File: src/rtl/load_store_unit_pkg.sv
// Shared funct3 codes and FSM state encoding for the load/store unit.
package lsu_pkg;

  localparam logic [2:0] F3_B  = 3'b000;
  localparam logic [2:0] F3_H  = 3'b001;
  localparam logic [2:0] F3_W  = 3'b010;
  localparam logic [2:0] F3_BU = 3'b100;
  localparam logic [2:0] F3_HU = 3'b101;

  typedef enum logic [1:0] {
    IDLE   = 2'd0,
    ISSUE  = 2'd1,
    WAIT_R = 2'd2,
    DONE   = 2'd3
  } lsu_state_e;

endpackage

File: src/rtl/load_store_unit_if.sv
// Core-side request/response channel and memory-side command/read-return
// channel of the load/store unit.
interface lsu_req_if;
  logic        req_valid;
  logic        req_ready;
  logic        req_store;
  logic [2:0]  req_funct3;
  logic [31:0] req_addr;
  logic [31:0] req_wdata;
  logic        busy;
  logic        resp_valid;
  logic [31:0] resp_rdata;
  logic        resp_err;

  modport master (
    output req_valid, req_store, req_funct3, req_addr, req_wdata,
    input  req_ready, busy, resp_valid, resp_rdata, resp_err
  );

  modport slave (
    input  req_valid, req_store, req_funct3, req_addr, req_wdata,
    output req_ready, busy, resp_valid, resp_rdata, resp_err
  );
endinterface

interface lsu_bus_if #(
  parameter int ADDR_W = 14
);
  logic              bus_valid;
  logic              bus_ready;
  logic              bus_we;
  logic [ADDR_W-3:0] bus_addr;
  logic [3:0]        bus_wstrb;
  logic [31:0]       bus_wdata;
  logic              bus_rvalid;
  logic [31:0]       bus_rdata;

  modport master (
    output bus_valid, bus_we, bus_addr, bus_wstrb, bus_wdata,
    input  bus_ready, bus_rvalid, bus_rdata
  );

  modport slave (
    input  bus_valid, bus_we, bus_addr, bus_wstrb, bus_wdata,
    output bus_ready, bus_rvalid, bus_rdata
  );
endinterface

File: src/rtl/load_store_unit_lane_align.sv
// Width/sign logic: store lane placement and strobes, load extraction and
// extension, and request legality.
module lsu_lane_align
  import lsu_pkg::*;
(
  input  logic        i_store,
  input  logic [2:0]  i_funct3,
  input  logic [1:0]  i_addr,
  input  logic [31:0] i_wdata,
  input  logic [31:0] i_rdata,
  output logic [3:0]  o_wstrb,
  output logic [31:0] o_wdata,
  output logic [31:0] o_rdata,
  output logic        o_misaligned,
  output logic        o_illegal
);

  logic [31:0] w_shifted;

  assign w_shifted = i_rdata >> {i_addr, 3'b000};

  always_comb begin
    o_wstrb      = 4'b0000;
    o_wdata      = 32'h0;
    o_rdata      = 32'h0;
    o_misaligned = 1'b0;
    o_illegal    = 1'b0;
    case (i_funct3)
      F3_B: begin
        o_wstrb = 4'b0001 << i_addr;
        o_wdata = {4{i_wdata[7:0]}};
        o_rdata = {{24{w_shifted[7]}}, w_shifted[7:0]};
      end
      F3_H: begin
        o_wstrb      = i_addr[1] ? 4'b1100 : 4'b0011;
        o_wdata      = {2{i_wdata[15:0]}};
        o_rdata      = {{16{w_shifted[15]}}, w_shifted[15:0]};
        o_misaligned = i_addr[0];
      end
      F3_W: begin
        o_wstrb      = 4'b1111;
        o_wdata      = i_wdata;
        o_rdata      = w_shifted;
        o_misaligned = |i_addr;
      end
      // Unsigned widths exist only for loads.
      F3_BU: begin
        o_rdata   = {24'h0, w_shifted[7:0]};
        o_illegal = i_store;
      end
      F3_HU: begin
        o_rdata      = {16'h0, w_shifted[15:0]};
        o_misaligned = i_addr[0];
        o_illegal    = i_store;
      end
      default: o_illegal = 1'b1;
    endcase
  end

endmodule

File: src/rtl/load_store_unit.sv
// Load/store unit: FSM, request registers and read-timeout counter around
// the combinational lane aligner.
module load_store_unit
  import lsu_pkg::*;
#(
  parameter int ADDR_W  = 14,
  parameter int TIMEOUT = 255
) (
  input  logic      clk,
  input  logic      rst,
  lsu_req_if.slave  req,
  lsu_bus_if.master bus
);

  localparam logic [7:0] TMAX = 8'(TIMEOUT - 1);

  lsu_state_e        r_state;
  lsu_state_e        w_next;
  logic              r_store;
  logic [2:0]        r_funct3;
  logic [ADDR_W-1:0] r_addr;
  logic [3:0]        r_wstrb;
  logic [31:0]       r_wdata;
  logic [31:0]       r_rdata;
  logic              r_err;
  logic [7:0]        r_tcount;

  logic        w_idle;
  logic        w_accept;
  logic        w_bad;
  logic        w_store;
  logic [2:0]  w_funct3;
  logic [1:0]  w_lane;
  logic [3:0]  w_wstrb;
  logic [31:0] w_wdata;
  logic [31:0] w_rdata;
  logic        w_misaligned;
  logic        w_illegal;
  logic        w_tmax;
  logic        w_unused;

  assign w_idle   = (r_state == IDLE);
  assign w_accept = w_idle && req.req_valid;
  // In IDLE the aligner judges the live request; afterwards it works on the
  // latched request so the returning read word is extracted correctly.
  assign w_store  = w_idle ? req.req_store       : r_store;
  assign w_funct3 = w_idle ? req.req_funct3      : r_funct3;
  assign w_lane   = w_idle ? req.req_addr[1:0]   : r_addr[1:0];
  assign w_bad    = w_misaligned || w_illegal;
  assign w_tmax   = (r_tcount == TMAX);
  assign w_unused = ^req.req_addr[31:ADDR_W];

  lsu_lane_align u_align (
    .i_store      (w_store),
    .i_funct3     (w_funct3),
    .i_addr       (w_lane),
    .i_wdata      (req.req_wdata),
    .i_rdata      (bus.bus_rdata),
    .o_wstrb      (w_wstrb),
    .o_wdata      (w_wdata),
    .o_rdata      (w_rdata),
    .o_misaligned (w_misaligned),
    .o_illegal    (w_illegal)
  );

  always_ff @(posedge clk) begin
    if (rst) r_state <= IDLE;
    else     r_state <= w_next;
  end

  always_comb begin
    w_next = r_state;
    case (r_state)
      IDLE:    if (req.req_valid) w_next = w_bad ? DONE : ISSUE;
      ISSUE:   if (bus.bus_ready) w_next = r_store ? DONE : WAIT_R;
      WAIT_R:  if (bus.bus_rvalid || w_tmax) w_next = DONE;
      DONE:    w_next = IDLE;
      default: w_next = IDLE;
    endcase
  end

  // Request latch, read capture and timeout counter; rvalid beats a
  // simultaneous timeout.
  always_ff @(posedge clk) begin
    if (rst) begin
      r_store  <= 1'b0;
      r_funct3 <= 3'b000;
      r_addr   <= '0;
      r_wstrb  <= 4'b0000;
      r_wdata  <= 32'h0;
      r_rdata  <= 32'h0;
      r_err    <= 1'b0;
      r_tcount <= 8'h0;
    end else begin
      if (w_accept) begin
        r_store  <= req.req_store;
        r_funct3 <= req.req_funct3;
        r_addr   <= req.req_addr[ADDR_W-1:0];
        r_wstrb  <= req.req_store ? w_wstrb : 4'b0000;
        r_wdata  <= req.req_store ? w_wdata : 32'h0;
        r_rdata  <= 32'h0;
        r_err    <= w_bad;
      end
      if (r_state == ISSUE && bus.bus_ready) begin
        r_tcount <= 8'h0;
      end
      if (r_state == WAIT_R) begin
        if (bus.bus_rvalid)  r_rdata  <= w_rdata;
        else if (w_tmax)     r_err    <= 1'b1;
        else                 r_tcount <= r_tcount + 8'h1;
      end
    end
  end

  assign req.req_ready  = w_idle;
  assign req.busy       = !w_idle;
  assign req.resp_valid = (r_state == DONE);
  assign req.resp_err   = (r_state == DONE) && r_err;
  assign req.resp_rdata = (r_state == DONE) ? r_rdata : 32'h0;

  assign bus.bus_valid  = (r_state == ISSUE);
  assign bus.bus_we     = (r_state == ISSUE) && r_store;
  assign bus.bus_addr   = r_addr[ADDR_W-1:2];
  assign bus.bus_wstrb  = (r_state == ISSUE) ? r_wstrb : 4'b0000;
  assign bus.bus_wdata  = r_wdata;

endmodule
File: src/flat_wrapper.sv
// flat-port wrapper written by rule: the top's interface ports become plain ports
module load_store_unit_flat import lsu_pkg::*;
#(
  parameter int ADDR_W  = 14,
  parameter int TIMEOUT = 255
)
  (clk, rst, req_req_valid, req_req_store, req_req_funct3, req_req_addr, req_req_wdata, req_req_ready, req_busy, req_resp_valid, req_resp_rdata, req_resp_err, bus_bus_valid, bus_bus_we, bus_bus_addr, bus_bus_wstrb, bus_bus_wdata, bus_bus_ready, bus_bus_rvalid, bus_bus_rdata);
  lsu_req_if req_i ();
  lsu_bus_if #(.ADDR_W(ADDR_W)) bus_i ();
  input  logic clk;
  input  logic rst;
  input wire logic [$bits(req_i.req_valid)-1:0] req_req_valid;
  input wire logic [$bits(req_i.req_store)-1:0] req_req_store;
  input wire logic [$bits(req_i.req_funct3)-1:0] req_req_funct3;
  input wire logic [$bits(req_i.req_addr)-1:0] req_req_addr;
  input wire logic [$bits(req_i.req_wdata)-1:0] req_req_wdata;
  output wire logic [$bits(req_i.req_ready)-1:0] req_req_ready;
  output wire logic [$bits(req_i.busy)-1:0] req_busy;
  output wire logic [$bits(req_i.resp_valid)-1:0] req_resp_valid;
  output wire logic [$bits(req_i.resp_rdata)-1:0] req_resp_rdata;
  output wire logic [$bits(req_i.resp_err)-1:0] req_resp_err;
  output wire logic [$bits(bus_i.bus_valid)-1:0] bus_bus_valid;
  output wire logic [$bits(bus_i.bus_we)-1:0] bus_bus_we;
  output wire logic [$bits(bus_i.bus_addr)-1:0] bus_bus_addr;
  output wire logic [$bits(bus_i.bus_wstrb)-1:0] bus_bus_wstrb;
  output wire logic [$bits(bus_i.bus_wdata)-1:0] bus_bus_wdata;
  input wire logic [$bits(bus_i.bus_ready)-1:0] bus_bus_ready;
  input wire logic [$bits(bus_i.bus_rvalid)-1:0] bus_bus_rvalid;
  input wire logic [$bits(bus_i.bus_rdata)-1:0] bus_bus_rdata;
  assign req_i.req_valid = req_req_valid;
  assign req_i.req_store = req_req_store;
  assign req_i.req_funct3 = req_req_funct3;
  assign req_i.req_addr = req_req_addr;
  assign req_i.req_wdata = req_req_wdata;
  assign req_req_ready = req_i.req_ready;
  assign req_busy = req_i.busy;
  assign req_resp_valid = req_i.resp_valid;
  assign req_resp_rdata = req_i.resp_rdata;
  assign req_resp_err = req_i.resp_err;
  assign bus_bus_valid = bus_i.bus_valid;
  assign bus_bus_we = bus_i.bus_we;
  assign bus_bus_addr = bus_i.bus_addr;
  assign bus_bus_wstrb = bus_i.bus_wstrb;
  assign bus_bus_wdata = bus_i.bus_wdata;
  assign bus_i.bus_ready = bus_bus_ready;
  assign bus_i.bus_rvalid = bus_bus_rvalid;
  assign bus_i.bus_rdata = bus_bus_rdata;
  load_store_unit #(.ADDR_W(ADDR_W), .TIMEOUT(TIMEOUT)) u_core (.clk(clk), .rst(rst), .req(req_i), .bus(bus_i));
endmodule
File: config.mk
export PLATFORM = sky130hd
export DESIGN_NAME = load_store_unit_flat
export DESIGN_NICKNAME = d
export VERILOG_FILES = /design/src/rtl/load_store_unit_pkg.sv /design/src/rtl/load_store_unit_if.sv /design/src/rtl/load_store_unit_lane_align.sv /design/src/rtl/load_store_unit.sv /design/src/flat_wrapper.sv
export SDC_FILE = /design/constraint.sdc
export NUM_CORES = 1
export LEC_CHECK = 0
export CAP_MARGIN = 20
export CORE_UTILIZATION = 48
export DETAILED_ROUTE_END_ITERATION = 10
export PLACE_DENSITY = 0.86
export REMOVE_ABC_BUFFERS = 1
export SLEW_MARGIN = 30
export SYNTH_ARGS = -nofsm -noshare
export SYNTH_HDL_FRONTEND = slang
export SYNTH_SLANG_ARGS = --single-unit
File: constraint.sdc
create_clock -name clk -period 4.8 [get_ports clk]
set_input_delay 0.96 -clock clk [delete_from_list [all_inputs] [get_ports clk]]
set_output_delay 0.96 -clock clk [all_outputs]
set_load 0.01 [all_outputs]
Word-level counts from Yosys, hierarchy flattened
Cells that the tools add are included.
Word-level totals
  register bits after elaboration: 97
  latch bits: 0
  memory bits (writable): 0
  memory bits (read-only): 0
  logic and storage cells: 67
  memories: 0
Operators by class
  add/subtract/negate cells: 1
  multipliers: 0
  divide/modulo/power cells: 0
  order comparisons: 0
  eq/ne operators: 11
  shift operators: 2
  muxes and demuxes: 30
  bitwise gates (word level): 0
  reduce and logical (&&, ||, !) cells: 14
Operators with widths (number)
  $mux 32: 5
  $pmux 32 s5: 1
  $pmux 32 s3: 1
  $mux 8: 4
  $shr 32x5->32: 1
  $mux 4: 3
  $pmux 4 s3: 1
  $mux 2: 5
  $add 8x1->8 const B: 1
  $eq 8x8->1 const B: 1
  $pmux 2 s4: 1
  $eq 3x3->1 const B: 2
  $mux 1: 6
  $reduce_or 2->1: 3
  $eq 2x2->1 const B: 2
  $logic_and 1x1->1: 4
  $ne 2x1->1 const B: 2
  $pmux 1 s2: 2
  $shl 1x2->4 const A: 1
  $eq 3x1->1 const B: 1
  $eq 3x2->1 const B: 1
  $logic_not 3->1: 1
  $mux 3: 1
  $reduce_and 3->1: 1
  6 further kinds: 7

Depth between registers and ports, before layout
Gate-level depths: netlist (run 1).
  word-level depth: 10
  mapped depth: 10

Hierarchy
Synthesis (run 1) repeated with hierarchy kept, for this count alone.
Second synthesis, totals
  cell total of the unflattened synthesis: 700
  area, all modules: 5549.1 um^2
By module, submodules not included
  load_store_unit: instances 1, cells an instance 484, area each 4076.4 um^2, seq. area each 1941.9 um^2
  lsu_lane_align: instances 1, cells an instance 216, area each 1472.7 um^2, seq. area each 0.0 um^2

Worst setup path before layout (run 1)
Ideal clock, no wire load.
  path type: in2reg
  from: input port req_req_addr[0]
  to: register u_core.r_rdata[22]
  data arrival time: 2188 ps
  required time: 4668 ps
  slack: 2479 ps
  stages: 6
  buffers on the path: 1
  path through: mux2i_4 mux2_4 o221ai_4 o22a_2 buf_6 o221ai_2
Between the ends
  longest elaborated chain between the ends: 5
Ends and longest elaborated chain
  start, declared: line flat_wrapper.sv:15  | input wire logic [$bits(req_i.req_addr)-1:0] req_req_addr;
  $mux 2: line load_store_unit.sv:48  | assign w_lane = w_idle ? req.req_addr[1:0] : r_addr[1:0];
  $shr 32x5->32: line load_store_unit_lane_align.sv:20  | assign w_shifted = i_rdata >> {i_addr, 3'b000};
  $pmux 32 s5: line load_store_unit_lane_align.sv:28  | case (i_funct3)
  $mux 32: line load_store_unit.sv:108  | if (bus.bus_rvalid) r_rdata <= w_rdata;
  $mux 32: line load_store_unit.sv:107  | if (r_state == WAIT_R) begin
  end signal, assigned: line load_store_unit.sv:108
  end, declared: line load_store_unit.sv:24  | logic [31:0] r_rdata;
Every way passes these cells.
A chain may end at the register's enable or synchronous reset.

Worst setup path after layout (run 1)
  from: register u_core.r_state[0]
  to: output port req_busy
Between the ends
  longest elaborated chain between the ends: 2
Ends and longest elaborated chain
  start, declared: line load_store_unit.sv:17  | lsu_state_e r_state;
  start signal, assigned: line load_store_unit.sv:68  | else r_state <= w_next;
  $logic_not 2->1: line load_store_unit.sv:42  | assign w_idle = (r_state == IDLE);
  $logic_not 1->1: line load_store_unit.sv:116  | assign req.busy = !w_idle;
  end, declared: line flat_wrapper.sv:18  | output wire logic [$bits(req_i.busy)-1:0] req_busy;
Every way passes these cells.

==> Implementation_results.wiki, run 1 <==
{| class="wikitable"
! Metric !! Value
|-
| Root buffer cell || sky130_fd_sc_hd__clkbuf_8
|-
| Worst-case hold slack || 0.4605 ns
|-
| Source-to-sink clock delay at the later pin of the worst-skew pair || 0.37 ns
|-
| Slack of the worst reg-to-reg path || 1.66 ns
|-
| Combinational family with the most area after synthesis || compound AO/OA/AOI/OAI gates
|-
| Minimum period implied by the final worst setup slack || 3.434 ns
|-
| Unrepaired setup endpoints after global routing || no
|-
| Total number of vias || 4993
|-
| Routed vias/inst || 5.806
|-
| Number of global-route vias before repair || 4776
|-
| Placeable Area || 10280 sq um
|-
| First-pass GRT wire length || 23590 um
|-
| Most common library cell in the layout ignoring fill and taps || sky130_fd_sc_hd__clkdlybuf4s50_1
|-
| Static power due to leakage || 0.002579 uW
|-
| Startpoint of the most critical setup path || u_core.r_state[0]$_SDFFE_PP0P_
|-
| Critical path data required time || 3.84 ns
|-
| Row Count || 37
|-
| CP arrival || 2.47 ns
|-
| Initial antenna violation count || 1
|-
| Number of synthesized register bits || 97
|-
| Post-synth top area cell || sky130_fd_sc_hd__dfxtp_1
|-
| TNS Setup || 0 ns
|-
| Routability cong. || 0.8460
|-
| Arithmetic-cell share of the synthesized area counting full adders, half adders and majority gates || 0.01486
|-
| Number of enable flip-flop cells after synthesis || 0
|-
| Worst IR drop on VDD || 0.0002156 V
|-
| Mapped Area || 5051 sq um
|-
| Pin count of the biggest net entering global routing || 68
|-
| Number of cells on the worst reg-to-reg path || 9
|-
| Synthesized area per cell || 8.679 sq um
|-
| Register clock-pin slew on the reported worst setup and hold paths || 0.09 ns
|-
| Share of layout cells above drive strength 1 || 0.06224
|-
| Max Fclk || 291.2 MHz
|-
| Top cell type's share of synthesized area || 0.3844
|-
| Number of hold buffers added after CTS || 0
|-
| Post-CTS setup repair buffer count || 0
|-
| Power density normalized to cell area || 394.6 nW/um^2
|-
| Mux share of post-synthesis cell area || 0.07927
|-
| Maximum fanout along the worst path || 18
|-
| CTS tree || done
|-
| Final nets || 829
|-
| Commonest non-fill, non-tap cells in the layout || 171 x sky130_fd_sc_hd__clkdlybuf4s50_1, 97 x sky130_fd_sc_hd__dfxtp_1, 73 x sky130_fd_sc_hd__nor2_1
|-
| Worst setup slack after placement || 1.382 ns
|-
| Die Y || 104.6 um
|-
| Startpoint of the most critical register-to-register path || u_core.r_state[0]$_SDFFE_PP0P_
|-
| Number of buffer cells added on primary ports || 172
|-
| Yosys warning total || 0
|-
| Post-synthesis share of cell area spent on xor and xnor gates || 0.01214
|-
| Maximum number of buffers from clock root to sink || 2
|-
| PnR Total Power || 2722 uW
|-
| CP startpoint kind || flop
|-
| Synth unique cells || 59
|-
| Fraction of the mapped netlist area in compound gates || 0.2574
|-
| CTS Buf Count || 9
|-
| Post-cts repair resize count || 0
|-
| H-tree levels || 3
|-
| Antenna Nets Post-Route || 0
|-
| Die Wd || 104.6 um
|-
| Overflow left after global routing || 0
|-
| Status || finished clean
|-
| Main synth FF type || sky130_fd_sc_hd__dfxtp_1
|-
| Signed area change from the synthesized netlist to the final layout || 36.56%
|-
| Transition time at the pin with the least slew margin || 0.9976 ns
|-
| Top area cells in the synthesized netlist || sky130_fd_sc_hd__dfxtp_1 38%, sky130_fd_sc_hd__a22oi_1 7.7%, sky130_fd_sc_hd__mux2i_1 6.1%, sky130_fd_sc_hd__nor2_1 5.4%, sky130_fd_sc_hd__and2_1 4.8%
|-
| Final hold violation count || 0
|-
| Number of DRC markers in iteration 0 || 305
|-
| Gate Count Post-Synth || 582
|-
| Remaining DRCs || 0
|-
| Final setup violation count || 0
|-
| Number of clock sinks || 97
|-
| Initial Util || 0.4915
|-
| Total GRT Usage || 0.2667
|-
| Max Transition Viols Final || 0
|-
| Setup clock skew after layout || 0.008420 ns
|-
| Min-Delay Path Class || reg -> reg
|-
| Area enclosed by the die boundary || 10940 sq um
|-
| Number of ports placed on the die boundary || 191
|-
| Count of TritonRoute iterations in the first routing pass || 5
|-
| Max-slew headroom at the worst pin || 0.3332
|-
| Area share of and/or/nand/nor cells after synthesis || 0.1855
|-
| HPWL after detailed placement || 10630 um
|-
| Reported max-cap violation count || 0
|-
| Element type at the critical path end || output port
|-
| Average detailed-routed wire length per instance || 17.30 um
|-
| Final core area utilization || 0.6712
|-
| Setup ws final || 1.366 ns
|-
| Post-synthesis sequential area ratio || 0.3844
|-
| FFs w/ async S/R, synth || 0
|-
| Capture point of the worst path || req_busy
|-
| Worst Setup Path Type || reg -> out
|-
| End of the worst register-to-register path || u_core.r_wstrb[1]$_SDFFE_PP0P_
|-
| Routed Wire Length || 14880 um
|-
| Period utilisation layout || 0.7153
|}
[sequential cells by signal, indices dropped and copies added (netlist names)]
signal,cells
u_core.bus.bus_wdata,32
u_core.r_addr,14
u_core.r_err,1
u_core.r_funct3,3
u_core.r_rdata,32
u_core.r_state,2
u_core.r_store,1
u_core.r_tcount,8
u_core.r_wstrb,4
[cells in the mapped netlist (3+ instances only)]
master,number
sky130_fd_sc_hd__inv_1,12
sky130_fd_sc_hd__nor2_1,73
sky130_fd_sc_hd__nand2_1,53
sky130_fd_sc_hd__mux2_4,3
sky130_fd_sc_hd__nor2_2,3
sky130_fd_sc_hd__nand4_1,4
sky130_fd_sc_hd__clkbuf_1,27
sky130_fd_sc_hd__buf_2,10
sky130_fd_sc_hd__dfxtp_1,97
sky130_fd_sc_hd__a22o_1,16
sky130_fd_sc_hd__xnor2_1,3
sky130_fd_sc_hd__mux2i_1,31
sky130_fd_sc_hd__nor3_1,6
sky130_fd_sc_hd__xor2_1,4
sky130_fd_sc_hd__ha_1,6
sky130_fd_sc_hd__a21oi_1,31
sky130_fd_sc_hd__and2_1,39
sky130_fd_sc_hd__a221oi_1,8
sky130_fd_sc_hd__buf_4,13
sky130_fd_sc_hd__a22oi_1,52
sky130_fd_sc_hd__o21ai_0,5
sky130_fd_sc_hd__o2bb2ai_1,8
sky130_fd_sc_hd__o21ai_1,9
sky130_fd_sc_hd__a221o_1,7
sky130_fd_sc_hd__a211oi_1,7
sky130_fd_sc_hd__nor2b_1,4
sky130_fd_sc_hd__buf_6,3
sky130_fd_sc_hd__o221ai_1,11
[layer usage]
metal	share of wire	up-vias	GRT usage
met1	0.41	2369	0.3235
li1	-	2368	-
met2	0.48	238	0.4513
met3	0.091	18	0.08609
met5	0	-	0
met4	0.014	0	0.07545
[cell families after synthesis]
logic type | after synthesis
simple gates | 196
flops | 97
fa+ha+maj | 6
buf+inv | 67
mux | 36
compound gates | 173
xor+xnor | 7
[through the flow]
stage,cell area [sq um],instances
finish,6898,860
global route,6895,859
CTS,6890,859
detailed placement,6710,843
global placement,6706,843
floorplan,4765,528
[cell type report]
type                            instances  area, sq um
Inverter                               13        48.80
Antenna cell                            1        2.502
Clock buffer                           11        151.4
Sequential cell                        97         1942
Timing Repair Buffer                  179         1769
Tap cell                              136        170.2
Clock inverter                          5        28.78
Fill cell                             843         3379
Multi-Input combinational cell        418         2785
[power by group]
part	switching [uW]	internal, uW
clock	287	215
sequential	66.3	893
combinational	739	521
total	1090	1630
[worst min path at each step]
stage	startpoint	to	slack, ns	cells past startpoint
2_1_floorplan	u_core.r_rdata[15]$_SDFF_PP0_	u_core.r_rdata[15]$_SDFF_PP0_	0.42	2
3_3_place_gp	u_core.r_rdata[15]$_SDFF_PP0_	u_core.r_rdata[15]$_SDFF_PP0_	0.44	2
3_5_place_dp	u_core.r_rdata[21]$_SDFF_PP0_	u_core.r_rdata[21]$_SDFF_PP0_	0.45	2
4_1_cts	u_core.r_rdata[15]$_SDFF_PP0_	u_core.r_rdata[15]$_SDFF_PP0_	0.46	2
5_1_grt	u_core.r_rdata[23]$_SDFF_PP0_	u_core.r_rdata[23]$_SDFF_PP0_	0.48	2
6_report	u_core.r_addr[5]$_SDFFE_PP0P_	u_core.r_addr[5]$_SDFFE_PP0P_	0.46	2
[worst max-delay path: stages (launching register included)]
cell and delay, ns:
sky130_fd_sc_hd__dfxtp_1 0.38, sky130_fd_sc_hd__inv_1 0.10, sky130_fd_sc_hd__ha_1 0.40, sky130_fd_sc_hd__buf_4 0.30, sky130_fd_sc_hd__inv_2 0.29, sky130_fd_sc_hd__clkdlybuf4s50_1 0.62
Note: power is estimated with default switching activity, not from simulation.
==> run 2: changes to the inputs <==
CORE_UTILIZATION = 40   (was 48)
PLACE_DENSITY = 0.77   (was 0.86)
clock period = 2.97 ns   (was 4.8 ns; I/O delays follow)
==> run 2 against run 1 <==
Final cell count up 5.2%. Critical path depth down 1. Critical path type unchanged. Flip-flop and latch count unchanged. First-iteration DRC count up 25%. Clock-buffer cell count down 1. Combinational power up 71%. Setup slack worse by 1.2 ns. Wire length up 7.7%.
==> Implementation_results.wiki, run 2 (synthesized netlist as in run 1, its figures left out) <==
{| class="wikitable"
! Metric !! Value
|-
| Number of DRC markers in iteration 0 || 382 (was 305)
|-
| Count of TritonRoute iterations in the first routing pass || 5 (unchanged)
|-
| Routed vias/inst || 5.609 (was 5.806)
|-
| Routed Wire Length || 16020 um (was 14880 um)
|-
| CTS tree || done (unchanged)
|-
| Number of buffer cells added on primary ports || 172 (unchanged)
|-
| Minimum period implied by the final worst setup slack || 2.844 ns
|-
| Max Fclk || 351.6 MHz
|-
| Startpoint of the most critical register-to-register path || u_core.r_state[0]$_SDFFE_PP0P_ (unchanged)
|-
| CP startpoint kind || flop (unchanged)
|-
| Maximum fanout along the worst path || 18 (unchanged)
|-
| Routability cong. || 0.8749 (was 0.8460)
|-
| Signed area change from the synthesized netlist to the final layout || 42.51% (was 36.56%)
|-
| Total GRT Usage || 0.2453 (was 0.2667)
|-
| Worst IR drop on VDD || 0.0003751 V (was 0.0002156 V)
|-
| Final setup violation count || 0 (unchanged)
|-
| Unrepaired setup endpoints after global routing || no (unchanged)
|-
| TNS Setup || 0 ns (unchanged)
|-
| Number of cells on the worst reg-to-reg path || 7 (was 9)
|-
| Source-to-sink clock delay at the later pin of the worst-skew pair || 0.36 ns (was 0.37 ns)
|-
| Power density normalized to cell area || 697.4 nW/um^2 (was 394.6 nW/um^2)
|-
| Root buffer cell || sky130_fd_sc_hd__clkbuf_16 (was sky130_fd_sc_hd__clkbuf_8)
|-
| Status || finished clean (unchanged)
|-
| HPWL after detailed placement || 11310 um (was 10630 um)
|-
| Gate family responsible for the most delay along the worst path || buffers and inverters (unchanged)
|-
| Register clock-pin slew on the reported worst setup and hold paths || 0.07 ns (was 0.09 ns)
|-
| Worst Setup Path Type || reg -> out (unchanged)
|-
| Overflow left after global routing || 0 (unchanged)
|-
| Number of hold buffers added after CTS || 0 (unchanged)
|-
| Post-CTS setup repair buffer count || 0 (unchanged)
|-
| Number of clock sinks || 97 (unchanged)
|-
| Antenna Nets Post-Route || 0 (unchanged)
|-
| Final nets || 843 (was 829)
|-
| Placeable Area || 12160 sq um (was 10280 sq um)
|-
| Critical path's slowest cell || sky130_fd_sc_hd__ha_1 (was sky130_fd_sc_hd__clkdlybuf4s50_1)
|-
| Pin count of the biggest net entering global routing || 53 (was 68)
|-
| Crit path largest cell delay || 0.57 ns (was 0.62 ns)
|-
| Count of fill cells added during filler insertion || 1064 (was 843)
|-
| CTS Buf Count || 9 (unchanged)
|-
| H-tree levels || 3 (unchanged)
|-
| Static power due to leakage || 0.002713 uW (was 0.002579 uW)
|-
| Total number of vias || 5076 (was 4993)
|-
| CP arrival || 2.25 ns (was 2.47 ns)
|-
| Post-layout instance area || 7198 sq um (was 6898 sq um)
|-
| Antenna cells || 0 (was 1)
|-
| Die Y || 114.4 um (was 104.6 um)
|-
| Commonest non-fill, non-tap cells in the layout || 171 x sky130_fd_sc_hd__clkdlybuf4s50_1, 97 x sky130_fd_sc_hd__dfxtp_1, 73 x sky130_fd_sc_hd__nor2_1 (unchanged)
|-
| Max-slew headroom at the worst pin || 0.4725 (was 0.3332)
|-
| Capture point of the worst path || req_busy (unchanged)
|-
| Placement-stage cell area || 6864 sq um (was 6710 sq um)
|-
| Slack of the worst reg-to-reg path || 0.21 ns (was 1.66 ns)
|-
| Startpoint of the most critical setup path || u_core.r_state[0]$_SDFFE_PP0P_ (unchanged)
|-
| Period utilisation layout || 0.9575
|-
| Average detailed-routed wire length per instance || 17.70 um (was 17.30 um)
|-
| End of the worst register-to-register path || u_core.r_rdata[21]$_SDFF_PP0_ (was u_core.r_wstrb[1]$_SDFFE_PP0P_)
|-
| Transition time at the pin with the least slew margin || 0.7855 ns (was 0.9976 ns)
|-
| Number of ports placed on the die boundary || 191 (unchanged)
|-
| Post-cts repair resize count || 0 (unchanged)
|-
| Final core area utilization || 0.5919 (was 0.6712)
|-
| Initial antenna violation count || 0 (was 1)
|-
| Element type at the critical path end || output port (unchanged)
|-
| Cells along the critical path || inv_1, ha_1, inv_2, clkdlybuf4s50_1 (was inv_1, ha_1, buf_4, inv_2, clkdlybuf4s50_1)
|-
| Worst path buffer plus inverter count || 3 (was 4)
|-
| Die Wd || 114.4 um (was 104.6 um)
|-
| First-pass GRT wire length || 24920 um (was 23590 um)
|-
| Reported max-cap violation count || 0 (unchanged)
|-
| Most common library cell in the layout ignoring fill and taps || sky130_fd_sc_hd__clkdlybuf4s50_1 (unchanged)
|-
| Area enclosed by the die boundary || 13080 sq um (was 10940 sq um)
|-
| Critical path data required time || 2.38 ns (was 3.84 ns)
|-
| Initial Util || 0.4153 (was 0.4915)
|-
| Row Count || 40 (was 37)
|-
| Remaining DRCs || 0 (unchanged)
|-
| Setup clock skew after layout || 0.009289 ns (was 0.008420 ns)
|-
| Min-Delay Path Class || reg -> reg (unchanged)
|-
| Number of global-route vias before repair || 4962 (was 4776)
|-
| Final hold violation count || 0 (unchanged)
|-
| Total stage count of the critical path || 4 (was 5)
|-
| Share of layout cells above drive strength 1 || 0.07870 (was 0.06224)
|-
| Maximum number of buffers from clock root to sink || 2 (unchanged)
|-
| Max Transition Viols Final || 0 (unchanged)
|}
## run 2: cell types whose count changed in the layout (fill, tap and decap cells not counted), moves of 2 or more
cell                        delta
sky130_fd_sc_hd__clkbuf_16     +9
sky130_fd_sc_hd__buf_4        +13
sky130_fd_sc_hd__inv_6         +2
sky130_fd_sc_hd__clkbuf_8     -10
sky130_fd_sc_hd__clkinv_2      -4
sky130_fd_sc_hd__bufinv_16     +2
## run 2: per-layer routing
| layer | track usage | vias up | routed length, um |
|---|---|---|---|
| met5 | 0 | - | 0 |
| met4 | 0.1117 | 0 | 399 |
| met3 | 0.07623 | 34 | 1504 |
| met2 | 0.4101 | 235 | 7616 |
| met1 | 0.2876 | 2412 | 6502 |
| li1 | - | 2395 | - |
## run 2: worst min path at each step
stage | from | end | slack (ns) | cells after the start
after detailed placement | u_core.r_addr[13]$_SDFFE_PP0P_ | u_core.r_addr[13]$_SDFFE_PP0P_ | 0.45 | 2
after CTS | u_core.r_addr[10]$_SDFFE_PP0P_ | u_core.r_addr[10]$_SDFFE_PP0P_ | 0.46 | 2
after floorplan | u_core.r_rdata[15]$_SDFF_PP0_ | u_core.r_rdata[15]$_SDFF_PP0_ | 0.42 | 2
after global routing | u_core.r_addr[10]$_SDFFE_PP0P_ | u_core.r_addr[10]$_SDFFE_PP0P_ | 0.47 | 2
final | u_core.r_addr[10]$_SDFFE_PP0P_ | u_core.r_addr[10]$_SDFFE_PP0P_ | 0.45 | 2
after global placement | u_core.r_rdata[15]$_SDFF_PP0_ | u_core.r_rdata[15]$_SDFF_PP0_ | 0.44 | 2
## run 2: power breakdown
part           leakage, uW  switching, uW  internal (uW)  total [uW]
Clock             0.000164            541            772        1310
Combinational      0.00176           1240            918        2160
Sequential        0.000786            105           1440        1550
Total              0.00271           1890           3130        5020
## run 2: per-stage QoR
step | cells | total power [uW] | worst slack, ns | hold WS (ns)
detailed placement | 889 | 3699 | 0.2593 | 0.4491
finish | 905 | 5020 | 0.1262 | 0.4548
global route | 905 | 5284 | 0.01718 | 0.4717
global placement | 889 | 3643 | 0.3438 | 0.4378
floorplan | 528 | 2839 | -0.2695 | 0.4206
CTS | 905 | 5024 | 0.1310 | 0.4567
## run 2: cell type report
class                      instances  area, sq um  area share
clock buffer                      10        239.0     0.03320
clock inverter                     6        95.09     0.01321
inverter                          13        48.80    0.006779
multi-input combinational        418         2776      0.3857
sequential                        97         1942      0.2698
tap                              168        210.2     0.02920
timing repair buffer             193         1887      0.2621
## run 2: worst reg2reg max path, stage by stage, from the launching register on
cell and delay, ns:
sky130_fd_sc_hd__dfxtp_1 0.33, sky130_fd_sc_hd__inv_1 0.13, sky130_fd_sc_hd__ha_1 0.57, sky130_fd_sc_hd__mux2i_4 0.35, sky130_fd_sc_hd__mux2_4 0.34, sky130_fd_sc_hd__o221ai_4 0.25
sky130_fd_sc_hd__o22a_2 0.47, sky130_fd_sc_hd__o221ai_1 0.18
